--- src/rtl/id_ex_pkg.sv ---
// Shared types for the ID->EX skid register: payload layout, occupancy states,
// and a saturating adder for the optional statistics counters.
package id_ex_pkg;

   localparam int unsigned ID_EX_DATA_W     = 32;
   localparam int unsigned ID_EX_PC_W       = 32;
   localparam int unsigned ID_EX_REG_ADDR_W = 5;
   localparam int unsigned ID_EX_EXCMD_W    = 4;
   localparam int unsigned ID_EX_BR_W       = 2;

   typedef struct packed {
      logic [ID_EX_PC_W-1:0]       pc;
      logic                        wb_en;
      logic                        mem_write;
      logic                        mem_read;
      logic                        is_two_source;
      logic [ID_EX_EXCMD_W-1:0]    ex_cmd;
      logic [ID_EX_BR_W-1:0]       branch_type;
      logic [ID_EX_DATA_W-1:0]     val1;
      logic [ID_EX_DATA_W-1:0]     val2;
      logic [ID_EX_DATA_W-1:0]     reg2;
      logic [ID_EX_REG_ADDR_W-1:0] dst;
      logic [ID_EX_REG_ADDR_W-1:0] src1;
      logic [ID_EX_REG_ADDR_W-1:0] src2;
   } id_ex_payload_t;

   typedef enum logic [1:0] {
      EMPTY = 2'd0,
      ONE   = 2'd1,
      TWO   = 2'd2
   } skid_state_t;

   localparam id_ex_payload_t ID_EX_PAYLOAD_ZERO = '0;

   function automatic logic [31:0] sat_add32(input logic [31:0] a, input logic [1:0] b);
      logic [32:0] sum;
      sum = {1'b0, a} + {31'd0, b};
      return sum[32] ? '1 : sum[31:0];
   endfunction

endpackage

--- src/rtl/skid_buffer2.sv ---
// Generic 2-entry valid/ready buffer (output register + skid register) with
// flush (always honoured) and freeze (holds everything). in_ready is registered.
module skid_buffer2
   import id_ex_pkg::*;
#(
   parameter int unsigned W = 8
) (
   input  logic         clk,
   input  logic         rst,
   input  logic         flush,
   input  logic         freeze,
   input  logic         in_valid,
   output logic         in_ready,
   input  logic [W-1:0] in_data,
   input  logic         out_ready,
   output logic [W-1:0] out_data,
   output skid_state_t  state
);

   logic [W-1:0] skid_q;
   logic         out_valid;
   logic         in_fire;
   logic         out_fire;
   skid_state_t  state_n;

   assign out_valid = (state != EMPTY);
   assign in_fire   = in_valid & in_ready & ~freeze & ~flush;
   assign out_fire  = out_valid & out_ready & ~freeze & ~flush;

   always_comb begin
      state_n = state;
      case (state)
         EMPTY:   if (in_fire) state_n = ONE;
         ONE: begin
            if (in_fire && !out_fire)      state_n = TWO;
            else if (!in_fire && out_fire) state_n = EMPTY;
         end
         TWO:     if (out_fire) state_n = ONE;
         default: state_n = EMPTY;
      endcase
   end

   always_ff @(posedge clk) begin
      if (rst) begin
         state    <= EMPTY;
         out_data <= '0;
         skid_q   <= '0;
         in_ready <= 1'b0;
      end else if (flush) begin
         state    <= EMPTY;
         out_data <= '0;
         skid_q   <= '0;
         in_ready <= ~freeze;
      end else begin
         state    <= state_n;
         in_ready <= (state_n != TWO) & ~freeze;
         // Skid drains before any newer word can reach the output register.
         if (state == TWO) begin
            if (out_fire) out_data <= skid_q;
         end else if (in_fire) begin
            if (state == EMPTY || out_fire) out_data <= in_data;
            else                            skid_q   <= in_data;
         end
      end
   end

endmodule

--- src/rtl/id_ex_skid_reg.sv ---
// ID->EX pipeline register with valid/ready handshake and 2-entry skid buffer.
// Define ID_EX_SKID_STATS_EN to add saturating stall/flush-kill/issue counters.
module id_ex_skid_reg
   import id_ex_pkg::*;
#(
   parameter int unsigned DATA_W     = 32,
   parameter int unsigned PC_W       = 32,
   parameter int unsigned REG_ADDR_W = 5,
   parameter int unsigned EXCMD_W    = 4,
   parameter int unsigned BR_W       = 2
) (
   input  logic                  clk,
   input  logic                  rst,
   input  logic                  freeze,
   input  logic                  flush,
   input  logic                  in_valid,
   output logic                  in_ready,
   input  logic [PC_W-1:0]       in_pc,
   input  logic                  in_wb_en,
   input  logic                  in_mem_write,
   input  logic                  in_mem_read,
   input  logic                  in_is_two_source,
   input  logic [EXCMD_W-1:0]    in_ex_cmd,
   input  logic [BR_W-1:0]       in_branch_type,
   input  logic [DATA_W-1:0]     in_val1,
   input  logic [DATA_W-1:0]     in_val2,
   input  logic [DATA_W-1:0]     in_reg2,
   input  logic [REG_ADDR_W-1:0] in_dst,
   input  logic [REG_ADDR_W-1:0] in_src1,
   input  logic [REG_ADDR_W-1:0] in_src2,
   output logic                  out_valid,
   input  logic                  out_ready,
   output logic [PC_W-1:0]       out_pc,
   output logic                  out_wb_en,
   output logic                  out_mem_write,
   output logic                  out_mem_read,
   output logic                  out_is_two_source,
   output logic [EXCMD_W-1:0]    out_ex_cmd,
   output logic [BR_W-1:0]       out_branch_type,
   output logic [DATA_W-1:0]     out_val1,
   output logic [DATA_W-1:0]     out_val2,
   output logic [DATA_W-1:0]     out_reg2,
   output logic [REG_ADDR_W-1:0] out_dst,
   output logic [REG_ADDR_W-1:0] out_src1,
   output logic [REG_ADDR_W-1:0] out_src2
`ifdef ID_EX_SKID_STATS_EN
   ,
   output logic [31:0]           stat_stall_cycles,
   output logic [31:0]           stat_flush_kills,
   output logic [31:0]           stat_issued
`endif
);

   localparam int unsigned W = PC_W + 4 + EXCMD_W + BR_W + 3*DATA_W + 3*REG_ADDR_W;

   logic [W-1:0] in_data;
   logic [W-1:0] out_data;
   skid_state_t  state;
   logic         wb_en_q;
   logic         mem_write_q;
   logic         mem_read_q;
   logic         two_src_q;
   logic [BR_W-1:0] br_q;

   assign in_data = {in_pc, in_wb_en, in_mem_write, in_mem_read, in_is_two_source,
                     in_ex_cmd, in_branch_type, in_val1, in_val2, in_reg2,
                     in_dst, in_src1, in_src2};

   skid_buffer2 #(.W(W)) u_skid (
      .clk       (clk),
      .rst       (rst),
      .flush     (flush),
      .freeze    (freeze),
      .in_valid  (in_valid),
      .in_ready  (in_ready),
      .in_data   (in_data),
      .out_ready (out_ready),
      .out_data  (out_data),
      .state     (state)
   );

   assign {out_pc, wb_en_q, mem_write_q, mem_read_q, two_src_q,
           out_ex_cmd, br_q, out_val1, out_val2, out_reg2,
           out_dst, out_src1, out_src2} = out_data;

   // Control bits are gated so a bubble can never write back or touch memory.
   assign out_valid         = (state != EMPTY);
   assign out_wb_en         = wb_en_q & out_valid;
   assign out_mem_write     = mem_write_q & out_valid;
   assign out_mem_read      = mem_read_q & out_valid;
   assign out_is_two_source = two_src_q & out_valid;
   assign out_branch_type   = br_q & {BR_W{out_valid}};

`ifdef ID_EX_SKID_STATS_EN
   logic [1:0] held;
   logic       out_fire;

   assign held     = (state == TWO) ? 2'd2 : (state == ONE) ? 2'd1 : 2'd0;
   assign out_fire = out_valid & out_ready & ~freeze & ~flush;

   always_ff @(posedge clk) begin
      if (rst) begin
         stat_stall_cycles <= '0;
         stat_flush_kills  <= '0;
         stat_issued       <= '0;
      end else begin
         if (in_valid && !in_ready) stat_stall_cycles <= sat_add32(stat_stall_cycles, 2'd1);
         if (flush)                 stat_flush_kills  <= sat_add32(stat_flush_kills, held);
         if (out_fire)              stat_issued       <= sat_add32(stat_issued, 2'd1);
      end
   end
`endif

endmodule

--- config.mk ---
export PLATFORM = sky130hd
export DESIGN_NAME = id_ex_skid_reg
export DESIGN_NICKNAME = d
export VERILOG_FILES = /design/src/rtl/id_ex_pkg.sv /design/src/rtl/skid_buffer2.sv /design/src/rtl/id_ex_skid_reg.sv
export SDC_FILE = /design/constraint.sdc
export NUM_CORES = 1
export LEC_CHECK = 0
export CORE_MARGIN = 2
export CORE_UTILIZATION = 51
export CTS_BUF_LIST = sky130_fd_sc_hd__clkbuf_16
export DETAILED_ROUTE_END_ITERATION = 10
export PLACE_DENSITY = 0.86
export SLEW_MARGIN = 25
export SYNTH_ARGS = -nofsm -noshare
export SYNTH_HDL_FRONTEND = slang
export SYNTH_SLANG_ARGS = --single-unit
--- constraint.sdc ---
create_clock -name clk -period 2.7 [get_ports clk]
set_clock_uncertainty 0.15 [all_clocks]
set_input_delay 0.27 -clock clk [delete_from_list [all_inputs] [get_ports clk]]
set_output_delay 0.27 -clock clk [all_outputs]
set_load 0.01 [all_outputs]
==> flow_summary.json <==
{
  "maxSlewHeadroom_pct": 61.7,
  "syn_area_mm2": 0.0138,
  "cts_buffers": 35,
  "synth_cells": 1542,
  "wire_per_inst_um": 17.8,
  "clkTransAtPathRegs_ns": 0.06,
  "peakVddDrop_uv": 555,
  "synth_warnings": 0,
  "crit_path_max_fanout": 8,
  "cts_tree": "built",
  "gp_congestion": 0.783,
  "place.detailed.hpwl_um": 22400,
  "max_freq_mhz": 418,
  "regToRegStartpoint": "u_skid.state[0]",
  "hp-class": "in -> reg",
  "setup_viol": 0,
  "ctsResizeCount": 0,
  "antenna_found_initial": 2,
  "cellPowerDensity_mw_per_mm2": 572,
  "synth-seq-area-share_pct": 44.8,
  "clk_latency_ns": 0.50,
  "period_share_pct": 88.5,
  "synth_fp_nets": 1701,
  "hold_viol": 0,
  "grt_pass1_vias": 10987,
  "synth-seq-cells": 309,
  "hold_path.startpoint": "in_val2[2]",
  "row_count": 60,
  "die-area_mm2": 0.0284,
  "nFillCells": 2106,
  "setup-tns-final_ns": 0,
  "start_util_pct": 51.5,
  "multi_input_area_mm2": 0.00593,
  "grt_use_total_pct": 24.0,
  "cp-startpoint": "u_skid.state[0]",
  "status": "finished, final reports clean",
  "p_leak_nw": 6.56,
  "placed_cells": 1942,
  "switching_share_pct": 21.9,
  "post_cts_buffers": 0,
  "arrival_ns": 1.97,
  "p_sw_mw": 2.16,
  "grt_max_degree": 102,
  "critPathKind": "reg -> out",
  "clkPwrFrac_pct": 46.4,
  "hold_buffers": 0,
  "drive_above_1_share_pct": 8.84,
  "place.port_buffers": 313,
  "clock_sinks": 309,
  "die_y_um": 169,
  "htreeDepth": 2,
  "firstDrtPassIters": 7,
  "grt_pass1_wl_um": 56300,
  "die_w_um": 169,
  "finalNonFillerCells": 2006,
  "clock_path_buffers": 3,
  "areaGrowthSynthToFinish_pct": 24.8,
  "drt-initial-drc-count": 820,
  "wl_met2_um": 17200,
  "start_kind": "flip-flop",
  "drtAntennaViolNets": 0,
  "finalNetCount": 1797,
  "synth.distinct_cells": 28,
  "crit_required_ns": 2.28,
  "regArea_mm2": 0.00619,
  "drc": 0,
  "cts-root-buf": "clkbuf_16",
  "m1WireLength_um": 14300,
  "vias_per_cell": 5.61,
  "grt_remaining_overflow": 0,
  "drv_slew": 0,
  "rsz0062_at_grt": "false",
  "top_layer_used": "met4",
  "worst_pin_slew_ns": 0.575,
  "power_frac_comb_pct": 6.9,
  "drv_cap": 0,
  "internal_power_mw": 7.70,
  "avgSynthCellArea_um2": 8.96,
  "core_mm2": 0.0268,
  "wl_met3_um": 2490,
  "vias": 11244,
  "io_pins": 314,
  "fin_crit_ns": 2.39,
  "seqPwrFrac_pct": 46.7,
  "totalWireLength_um": 35600,
  "critPathCaptureType": "output pin"
}
-- area by class of cell --
type                       count  share of cell area [%]
antenna                        2                  0.0290
clock buffer                  37                    5.37
clock inverter                25                    1.04
inverter                       1                  0.0218
multi-input combinational    949                    34.4
sequential                   309                    35.9
tap                          341                    2.48
timing repair buffer         342                    20.8
-- worst max-delay path, stage by stage (launching register included) --
cell and delay (ns):
dfxtp_1 0.46, nor2_1 0.07, buf_4 0.18, nor2b_1 0.20, clkdlybuf4s50_1 0.57
-- kinds of logic (layout without fill, tap and decap cells) --
family	Yosys count	after routing	synth area share (%)
AND/OR/NAND/NOR	482	482	14.8
AO/OA/AOI/OAI	313	313	16.8
flip-flops	309	309	44.8
buffers and inverters	284	405	12.5
multiplexers	154	154	11.2
other	0	2	0
-- through the flow --
step	hold slack, ns	util (%)	cell area, um2	worst slack (ns)	total power [mW]
after global placement	0.290	60.1	16100	0.288	5.37
after CTS	0.174	64.3	17200	0.302	9.94
after floorplan	0.244	-	13800	0.798	5.02
after detailed placement	0.296	60.1	16100	0.220	5.38
after global routing	0.182	64.3	17200	0.208	10.1
final	0.194	64.3	17200	0.310	9.86
-- worst paths after layout --
check | depth (start not counted) | slack, ns | end
worst max register to register | 4 | 0.70 | u_skid.out_data[142]
worst min-delay path | 3 | 0.19 | u_skid.skid_q[49]
worst min register to register | 2 | 0.30 | u_skid.skid_q[8]
worst max-delay path | 4 | 0.31 | out_branch_type[0]
-- state kept, by name, summed over array words and instances (netlist names) --
signal	count
u_skid.state	2
u_skid.out_data	153
u_skid.skid_q	153
u_skid.in_ready	1
-- cells in the mapped netlist, drive strengths merged --
master	n	area, um2
clkbuf	86	323
a21oi	155	776
nand3	1	5.00
nor2	6	22.5
o211a	1	10.0
o21ai	1	5.00
buf	197	1400
o32ai	1	8.76
a211oi	153	1500
or2	2	12.5
o211ai	1	7.51
nand4b	1	8.76
dfxtp	309	6190
and2	1	6.26
nand2	308	1160
nor2b	7	43.8
o21a	1	7.51
nor3	153	766
mux2i	154	1540
and3	1	6.26
inv	1	3.75
nand2b	1	6.26
and4b	1	10.0
-- per-layer routing --
layer / GRT usage, % / up-vias
li1: - / 5408
met1: 28.5 / 5344
met2: 40.8 / 399
met3: 5.82 / 93
met4: 12.2 / 0
met5: 0 / -
-- placed cells by master (no fill, tap or decap), types with 2 or more instances in the layout --
cell type	synthesis	final
a211oi_2	70	70
diode_2	0	2
nor3_1	153	153
inv_1	1	11
dfxtp_1	309	309
a211oi_1	83	83
or2_4	0	2
buf_12	0	18
nor2_1	6	6
mux2i_1	154	154
buf_4	148	11
nand2_1	308	308
clkbuf_16	0	37
bufinv_16	0	3
clkinv_1	0	10
nor2b_1	7	7
clkdlybuf4s50_1	0	313
a21oi_1	155	155
-- power by group through the flow --
stage	Clock, mW	Sequential, mW	Combinational (mW)
2_1_floorplan	0	4.70	0.316
3_3_place_gp	0	4.71	0.659
3_5_place_dp	0	4.71	0.672
4_1_cts	4.65	4.61	0.676
5_1_grt	4.81	4.61	0.722
6_report	4.57	4.61	0.675
Note: power is estimated with default switching activity, not from simulation.
